`config.mk`:
```
export PLATFORM = sky130hd
export DESIGN_NAME = calc_op_sequencer
export DESIGN_NICKNAME = d
export VERILOG_FILES = /design/src/rtl/calc_op_sequencer.sv
export SDC_FILE = /design/constraint.sdc
export NUM_CORES = 1
export LEC_CHECK = 0
export ABC_AREA = 1
export BUFFER_PORTS_ARGS = -buffer_cell sky130_fd_sc_hd__buf_2
export CAP_MARGIN = 30
export CORE_MARGIN = 4
export CORE_UTILIZATION = 42
export CTS_CLUSTER_DIAMETER = 80
export DETAILED_ROUTE_END_ITERATION = 7
export PLACE_DENSITY = 0.62
export SLEW_MARGIN = 10
export SYNTH_ARGS = -nofsm -noshare
export SYNTH_HDL_FRONTEND = slang
export SYNTH_SLANG_ARGS = --single-unit
```
`constraint.sdc`:
```
create_clock -name clk -period 5.8 [get_ports clk]
set_input_delay 0.29 -clock clk [delete_from_list [all_inputs] [get_ports clk]]
set_output_delay 0.29 -clock clk [all_outputs]
set_load 0.05 [all_outputs]
```
`src/rtl/calc_op_sequencer.sv`:
```
// calc_op_sequencer: sequencing controller for the 2-digit BCD calculator.
// Buttons are synchronised and edge-detected into single-cycle presses. The block holds the
// four operand digits and runs one add/sub/mul/div at a time. Divide uses a serial restoring
// divider, and every result then passes through a serial double-dabble BCD converter.
// Optional feature macro: CALC_DEBOUNCE_EN (per-button debounce counters of DEB_CYCLES).
module calc_op_sequencer #(
    parameter int unsigned DEB_CYCLES  = 500000,
    parameter int unsigned SYNC_STAGES = 2
) (
    input  logic        clk,
    input  logic        rst,
    input  logic [3:0]  btn_inc,
    input  logic [3:0]  btn_op,
    input  logic        btn_show,
    output logic [15:0] disp_digit,
    output logic        disp_neg,
    output logic        disp_err,
    output logic        busy,
    output logic        done
);

    localparam int unsigned NB = 9;   // {show, op[3:0], inc[3:0]}

    typedef enum logic [2:0] {S_IDLE, S_LOAD, S_DIV, S_CONV, S_SHOW} state_t;
    typedef enum logic [1:0] {OP_ADD, OP_SUB, OP_MUL, OP_DIV} op_t;
    typedef enum logic       {M_OPERANDS, M_RESULT} mode_t;

    if (SYNC_STAGES < 2 || DEB_CYCLES < 1) begin : g_param_check
        $error("calc_op_sequencer: SYNC_STAGES must be >= 2 and DEB_CYCLES >= 1");
    end

    // ------------------------------------------------------------------
    // Button input path
    // ------------------------------------------------------------------
    logic [NB-1:0] r_sync [SYNC_STAGES];
    logic [NB-1:0] w_level;
    logic [NB-1:0] r_prev;
    logic [NB-1:0] w_evt;
    logic [3:0]    w_evt_inc;
    logic [3:0]    w_evt_op;
    logic          w_evt_show;

    // Synchroniser chain for all raw button inputs
    always_ff @(posedge clk) begin
        if (rst) begin
            for (int unsigned i = 0; i < SYNC_STAGES; i++) r_sync[i] <= '0;
        end else begin
            r_sync[0] <= {btn_show, btn_op, btn_inc};
            for (int unsigned i = 1; i < SYNC_STAGES; i++) r_sync[i] <= r_sync[i-1];
        end
    end

`ifdef CALC_DEBOUNCE_EN
    localparam int unsigned DEB_W = $clog2(DEB_CYCLES + 1);

    logic [DEB_W-1:0] r_deb_cnt [NB];
    logic [NB-1:0]    r_deb;

    // Debounced level flips only after DEB_CYCLES consecutive cycles at the new level
    always_ff @(posedge clk) begin
        if (rst) begin
            r_deb <= '0;
            for (int unsigned i = 0; i < NB; i++) r_deb_cnt[i] <= '0;
        end else begin
            for (int unsigned i = 0; i < NB; i++) begin
                if (r_sync[SYNC_STAGES-1][i] == r_deb[i]) begin
                    r_deb_cnt[i] <= '0;
                end else if (r_deb_cnt[i] == DEB_W'(DEB_CYCLES - 1)) begin
                    r_deb[i]     <= r_sync[SYNC_STAGES-1][i];
                    r_deb_cnt[i] <= '0;
                end else begin
                    r_deb_cnt[i] <= r_deb_cnt[i] + 1'b1;
                end
            end
        end
    end

    assign w_level = r_deb;
`else
    assign w_level = r_sync[SYNC_STAGES-1];
`endif

    // Previous level for rising-edge detection
    always_ff @(posedge clk) begin
        if (rst) r_prev <= '0;
        else     r_prev <= w_level;
    end

    assign w_evt      = w_level & ~r_prev;
    assign w_evt_inc  = w_evt[3:0];
    assign w_evt_op   = w_evt[7:4];
    assign w_evt_show = w_evt[8];

    // ------------------------------------------------------------------
    // State and datapath registers
    // ------------------------------------------------------------------
    state_t      r_state;
    state_t      w_state_nxt;
    mode_t       r_mode;
    op_t         r_op;
    op_t         w_op_sel;
    logic [3:0]  r_dig [4];
    logic [6:0]  w_num1;
    logic [6:0]  w_num2;
    logic [13:0] r_res;
    logic [6:0]  r_rem;
    logic [6:0]  r_quo;
    logic [7:0]  w_rem_sh;
    logic [6:0]  w_rem_nxt;
    logic [6:0]  w_quo_nxt;
    logic [29:0] r_conv;
    logic [29:0] w_conv_src;
    logic [29:0] w_conv_adj;
    logic [29:0] w_conv_nxt;
    logic [3:0]  r_cnt;
    logic [15:0] r_bcd;
    logic        r_neg;
    logic        r_err;
    logic        r_done;
    logic        w_any_op;
    logic        w_enter_show;

    assign w_num1   = 7'(r_dig[1]) * 7'd10 + 7'(r_dig[0]);
    assign w_num2   = 7'(r_dig[3]) * 7'd10 + 7'(r_dig[2]);
    assign w_any_op = |w_evt_op;

    // Lowest-index operation button wins
    always_comb begin
        w_op_sel = OP_ADD;
        if      (w_evt_op[0]) w_op_sel = OP_ADD;
        else if (w_evt_op[1]) w_op_sel = OP_SUB;
        else if (w_evt_op[2]) w_op_sel = OP_MUL;
        else if (w_evt_op[3]) w_op_sel = OP_DIV;
    end

    // One restoring-divide step: shift in next dividend bit, subtract if it fits
    always_comb begin
        w_rem_sh = {r_rem, r_quo[6]};
        if (w_rem_sh >= {1'b0, w_num1}) begin
            w_rem_nxt = 7'(w_rem_sh - {1'b0, w_num1});
            w_quo_nxt = {r_quo[5:0], 1'b1};
        end else begin
            w_rem_nxt = w_rem_sh[6:0];
            w_quo_nxt = {r_quo[5:0], 1'b0};
        end
    end

    // One double-dabble step; first CONV cycle seeds the shifter from the raw result
    always_comb begin
        w_conv_src = (r_cnt == 4'd0) ? {16'h0000, r_res} : r_conv;
        w_conv_adj = w_conv_src;
        for (int unsigned k = 0; k < 4; k++) begin
            if (w_conv_src[14 + 4*k +: 4] >= 4'd5)
                w_conv_adj[14 + 4*k +: 4] = w_conv_src[14 + 4*k +: 4] + 4'd3;
        end
        w_conv_nxt = {w_conv_adj[28:0], 1'b0};
    end

    // ------------------------------------------------------------------
    // FSM
    // ------------------------------------------------------------------
    // State register
    always_ff @(posedge clk) begin
        if (rst) r_state <= S_IDLE;
        else     r_state <= w_state_nxt;
    end

    // Next-state logic; presses outside IDLE/SHOW are ignored
    always_comb begin
        w_state_nxt = r_state;
        case (r_state)
            S_IDLE: begin
                if (w_any_op) w_state_nxt = S_LOAD;
            end
            S_SHOW: begin
                if (w_any_op)                       w_state_nxt = S_LOAD;
                else if (|w_evt_inc || w_evt_show)  w_state_nxt = S_IDLE;
            end
            S_LOAD: begin
                if (r_op == OP_DIV) w_state_nxt = (w_num1 == 7'd0) ? S_SHOW : S_DIV;
                else                w_state_nxt = S_CONV;
            end
            S_DIV: begin
                if (r_cnt == 4'd6) w_state_nxt = S_CONV;
            end
            S_CONV: begin
                if (r_cnt == 4'd13) w_state_nxt = S_SHOW;
            end
            default: w_state_nxt = S_IDLE;
        endcase
    end

    assign w_enter_show = (r_state != S_SHOW) && (w_state_nxt == S_SHOW);

    // Operand digits, operation latch, divider/converter iteration and result capture
    always_ff @(posedge clk) begin
        if (rst) begin
            for (int unsigned i = 0; i < 4; i++) r_dig[i] <= '0;
            r_mode <= M_OPERANDS;
            r_op   <= OP_ADD;
            r_res  <= '0;
            r_rem  <= '0;
            r_quo  <= '0;
            r_conv <= '0;
            r_cnt  <= '0;
            r_bcd  <= '0;
            r_neg  <= 1'b0;
            r_err  <= 1'b0;
            r_done <= 1'b0;
        end else begin
            r_done <= w_enter_show;
            case (r_state)
                S_IDLE, S_SHOW: begin
                    if (w_any_op) begin
                        r_op <= w_op_sel;
                    end else begin
                        for (int unsigned i = 0; i < 4; i++) begin
                            if (w_evt_inc[i])
                                r_dig[i] <= (r_dig[i] == 4'd9) ? 4'd0 : r_dig[i] + 4'd1;
                        end
                        if (|w_evt_inc || w_evt_show) r_mode <= M_OPERANDS;
                    end
                end
                S_LOAD: begin
                    r_cnt <= '0;
                    r_rem <= '0;
                    r_quo <= w_num2;
                    case (r_op)
                        OP_ADD:  r_res <= 14'(w_num2) + 14'(w_num1);
                        OP_SUB:  r_res <= (w_num1 > w_num2) ? 14'(w_num1 - w_num2)
                                                            : 14'(w_num2 - w_num1);
                        OP_MUL:  r_res <= 14'(w_num2) * 14'(w_num1);
                        default: r_res <= '0;
                    endcase
                end
                S_DIV: begin
                    r_rem <= w_rem_nxt;
                    r_quo <= w_quo_nxt;
                    if (r_cnt == 4'd6) begin
                        r_res <= 14'(w_quo_nxt);
                        r_cnt <= '0;
                    end else begin
                        r_cnt <= r_cnt + 4'd1;
                    end
                end
                S_CONV: begin
                    r_conv <= w_conv_nxt;
                    r_cnt  <= r_cnt + 4'd1;
                end
                default: ;
            endcase
            // Display flags update together with done; only LOAD->SHOW is divide-by-zero
            if (w_enter_show) begin
                r_mode <= M_RESULT;
                r_bcd  <= (r_state == S_CONV) ? w_conv_nxt[29:14] : 16'h0000;
                r_err  <= (r_state == S_LOAD) && (r_op == OP_DIV);
                r_neg  <= (r_op == OP_SUB) && (w_num1 > w_num2);
            end
        end
    end

    // Outputs: busy from state, display muxed by mode
    always_comb begin
        busy = (r_state == S_LOAD) || (r_state == S_DIV) || (r_state == S_CONV);
        done = r_done;
        if (r_mode == M_RESULT) begin
            disp_digit = r_bcd;
            disp_neg   = r_neg;
            disp_err   = r_err;
        end else begin
            disp_digit = {r_dig[3], r_dig[2], r_dig[1], r_dig[0]};
            disp_neg   = 1'b0;
            disp_err   = 1'b0;
        end
    end

endmodule
```
==> key figures <==
Run status
  • Status: finished, final reports clean

Drt
  • Drc violations: 0
  • DR WL/cell: 14.9 um
  • Routed WL: 25.1 mm
  • DRT Pass-1 Iters: 5
  • Vias after detailed routing: 8606
  • Post-route antenna net violation count: 0
  • Via-to-Cell Ratio: 5.09
  • Initial detailed-routing violation count: 626

Yosys
  • Combinational family with the most area after synthesis: simple AND/OR/NAND/NOR gates
  • Mapped Avg Cell Area: 7.04 um^2
  • Synth area leaders: dfxtp_1 (24%), nand2_1 (12%), ha_1 (12%)
  • Post-synthesis mux area share: 0.588%
  • Register area share after synthesis: 28.6%
  • Synthesized flop and latch total: 129
  • Warnings from Yosys: 0
  • Xor and xnor area share after synthesis: 2.39%
  • Most frequent cells after synthesis: nand2_1 (318), inv_1 (198), nor2_1 (156)
  • Ys async rst share: 0%
  • Synth Area in Adders: 18.8%
  • Yosys top cell area share: 23.6%
  • Distinct cell type count after synthesis: 46
  • Ys flop type: dfxtp_1
  • Post-Synth Simple-Gate Area: 28.0%
  • Syn Nets: 1497
  • Post-synth EDFFs: 16
  • Yosys top cell by area: dfxtp_1
  • Syn Inst Count: 1361
  • Synth Area in Compound Gates: 11.5%
  • Top-count cell post-synth: nand2_1
  • Synthesized cell area: 9580 um^2

Final layout
  • Fin nets: 1534
  • Fill cells: 2286
  • N_diodes: 0
  • Area grow syn2layout: 12.1%
  • Fraction of layout cells with a size suffix above 1: 10.4%
  • Final instance area: 10700 um^2

Setup path
  • CP peak stage delay: 0.55 ns
  • Setup Crit Path Kind: flop to flop
  • Critical-path top delay cell: fa_1
  • WP data arrival: 5.80 ns
  • Crit end category: flop
  • WP data required: 6.07 ns
  • CP bufs+invs: 6
  • Most numerous cell on the critical path: inv_1
  • CP Launch Type: flop
  • Crit path max fanout: 5
  • Largest delay contributor family on the critical path: adder cells

STA
  • Setup TNS: 0 ns
  • Final Skew: 0.0108 ns
  • Final Slew Violations: 0
  • Slew HR: 39.1%
  • Tcrit/Tclk final: 95.4%
  • Highest clock rate: 181 MHz
  • Final setup viols: 0
  • Number of hold violations in the final report: 0
  • Post-route minimum period: 5.53 ns
  • RSZ-0062 raised after global routing: true
  • Worst Tran Pin Value: 0.912 ns

GRT
  • Overall Global Routing Usage: 19.6%
  • Total gr overflow: 0
  • First-pass GRT wire length: 41.0 mm
  • Initial antenna violation count: 0
  • Largest net degree at the start of global routing: 74
  • Number of global-route vias before repair: 8009

Clocking
  • Worst-skew pair later-pin latency: 0.42 ns
  • Number of post-CTS setup repair buffers: 0
  • CTS H-tree depth: 4
  • CTS tree: built
  • Total CTS buffers: 17
  • CTS sink count: 129
  • Clock transition at path regs: 0.06 ns
  • Clock tree root buffer cell: clkbuf_16
  • Clk buf depth: 2

Pwr
  • Max VDD drop: 0.253 mV
  • Pleak: 5.21 nW
  • Cell area power density: 348 nW/um^2

Floorplanning
  • Core Region: 22200 um^2
  • Floorplan die height: 159 um
  • Die Area: 25300 um^2
  • Die Width: 159 um
  • I/O pin total: 31
  • Core Rows: 54
  • Starting density of the core: 43.2%

Place
  • Placed cell area: 10100 um^2
  • Hpwl dp: 19.2 mm
  • Port bufs: 30
  • RePlAce Congestion: 0.955

Flow run
  • Number of max-cap violations: 0

Worst hold path
  • Hold crit path type: input port to flop
layout by cell type (no fill, tap or decap), types with 4 or more instances in the layout:
| cell type | n |
|---|---|
| a21oi_2 | 7 |
| o21ai_0 | 55 |
| nor3_1 | 5 |
| nand4_1 | 14 |
| buf_2 | 30 |
| nor2_2 | 7 |
| edfxtp_1 | 16 |
| dfxtp_1 | 113 |
| nand2_1 | 314 |
| nand3_1 | 114 |
| o21bai_1 | 4 |
| fa_1 | 31 |
| clkbuf_16 | 17 |
| a31oi_1 | 7 |
| nand2_2 | 10 |
| ha_1 | 92 |
| inv_1 | 198 |
| nor2_1 | 155 |
| or2_2 | 12 |
| buf_4 | 30 |
| inv_6 | 6 |
| clkinv_4 | 4 |
| a21oi_1 | 89 |
| o211ai_1 | 18 |
| xnor2_1 | 8 |
| mux2_2 | 5 |
| xor2_1 | 15 |
stage by stage:
step | total power [mW] | hold slack, ns | std cells | worst slack (ns) | util (%)
2_1_floorplan | 2.22 | 0.388 | 1361 | 0.101 | -
3_3_place_gp | 2.62 | 0.389 | 1658 | 0.109 | 45.6
3_5_place_dp | 2.63 | 0.395 | 1658 | 0.0479 | 45.6
4_1_cts | 3.69 | 0.0575 | 1689 | 0.00373 | 48.1
5_1_grt | 4.02 | 0.0718 | 1690 | -0.0620 | 48.5
6_report | 3.74 | 0.0738 | 1690 | 0.269 | 48.5
worst paths after layout:
path | slack, ns | start | cells past startpoint | end
setup / recovery | 0.27 | r_dig[1][1]$_SDFFCE_PP0P_ | 25 | r_res[7]$_SDFFE_PP0P_
hold / removal | 0.07 | btn_op[3] | 3 | r_sync[0][7]$_SDFF_PP0_
setup reg to reg | 0.27 | r_dig[1][1]$_SDFFCE_PP0P_ | 25 | r_res[7]$_SDFFE_PP0P_
hold reg to reg | 0.40 | r_sync[0][5]$_SDFF_PP0_ | 2 | r_sync[0][14]$_SDFF_PP0_
area by class of cell:
cell class | count | area, um^2 | area share [%]
clock inverter | 14 | 145 | 1.35
timing repair buffer | 61 | 403 | 3.75
inverter | 201 | 754 | 7.03
sequential | 129 | 2740 | 25.5
tap | 280 | 350 | 3.26
multi-input combinational | 988 | 5920 | 55.1
clock buffer | 17 | 425 | 3.96
logic make-up after synthesis:
family | after synthesis
AOI/OAI and AO/OA | 194
buffers and inverters | 244
DFF | 129
and+or+nand+nor | 640
xor gates and xnor gates | 24
adders and majority gates | 125
muxes | 5
metal layers:
metal	GRT usage [%]	routed length, um	vias to the layer above
li1	-	-	4427
met1	27.9	12300	3936
met2	29.9	10800	209
met3	3.93	1450	34
met4	6.47	596	0
met5	0	0	-
sequential cells by signal, indices dropped and copies added (netlist names):
register and count:
done 1, r_bcd 16, r_cnt 4, r_conv 29
r_dig 16, r_err 1, r_mode 1, r_neg 1
r_op 2, r_prev 9, r_quo 7, r_rem 7
r_res 14, r_state 3, r_sync 18
where the power goes:
| group | internal, mW | switching [mW] | total [mW] | leakage (nW) |
|---|---|---|---|---|
| sequential | 0.955 | 0.0387 | 0.993 | 1.08 |
| combinational | 0.599 | 1.11 | 1.70 | 3.84 |
| clock | 0.603 | 0.442 | 1.04 | 0.283 |
repair_timing:
item / 4_1_cts / 5_1_grt
gates resized for setup: 0 / 12
hold buffers: 0 / 0
endpoints found under the setup margin: 0 / 8
worst register-to-register path, stage by stage (launching register included):
cell	delay, ns
edfxtp_1	0.39
ha_1	0.31
ha_1	0.19
inv_1	0.07
fa_1	0.45
buf_4	0.18
xor2_4	0.17
inv_1	0.08
nand2_1	0.07
fa_2	0.51
fa_1	0.55
inv_1	0.06
fa_1	0.55
inv_1	0.06
fa_1	0.53
inv_1	0.06
ha_4	0.26
nand2_1	0.08
nand2_2	0.07
a21oi_2	0.10
nand2_1	0.07
or2_2	0.27
nand3_1	0.07
nand3_1	0.08
nand2_1	0.08
a21oi_1	0.07
Power figures use the tool's default switching activity.
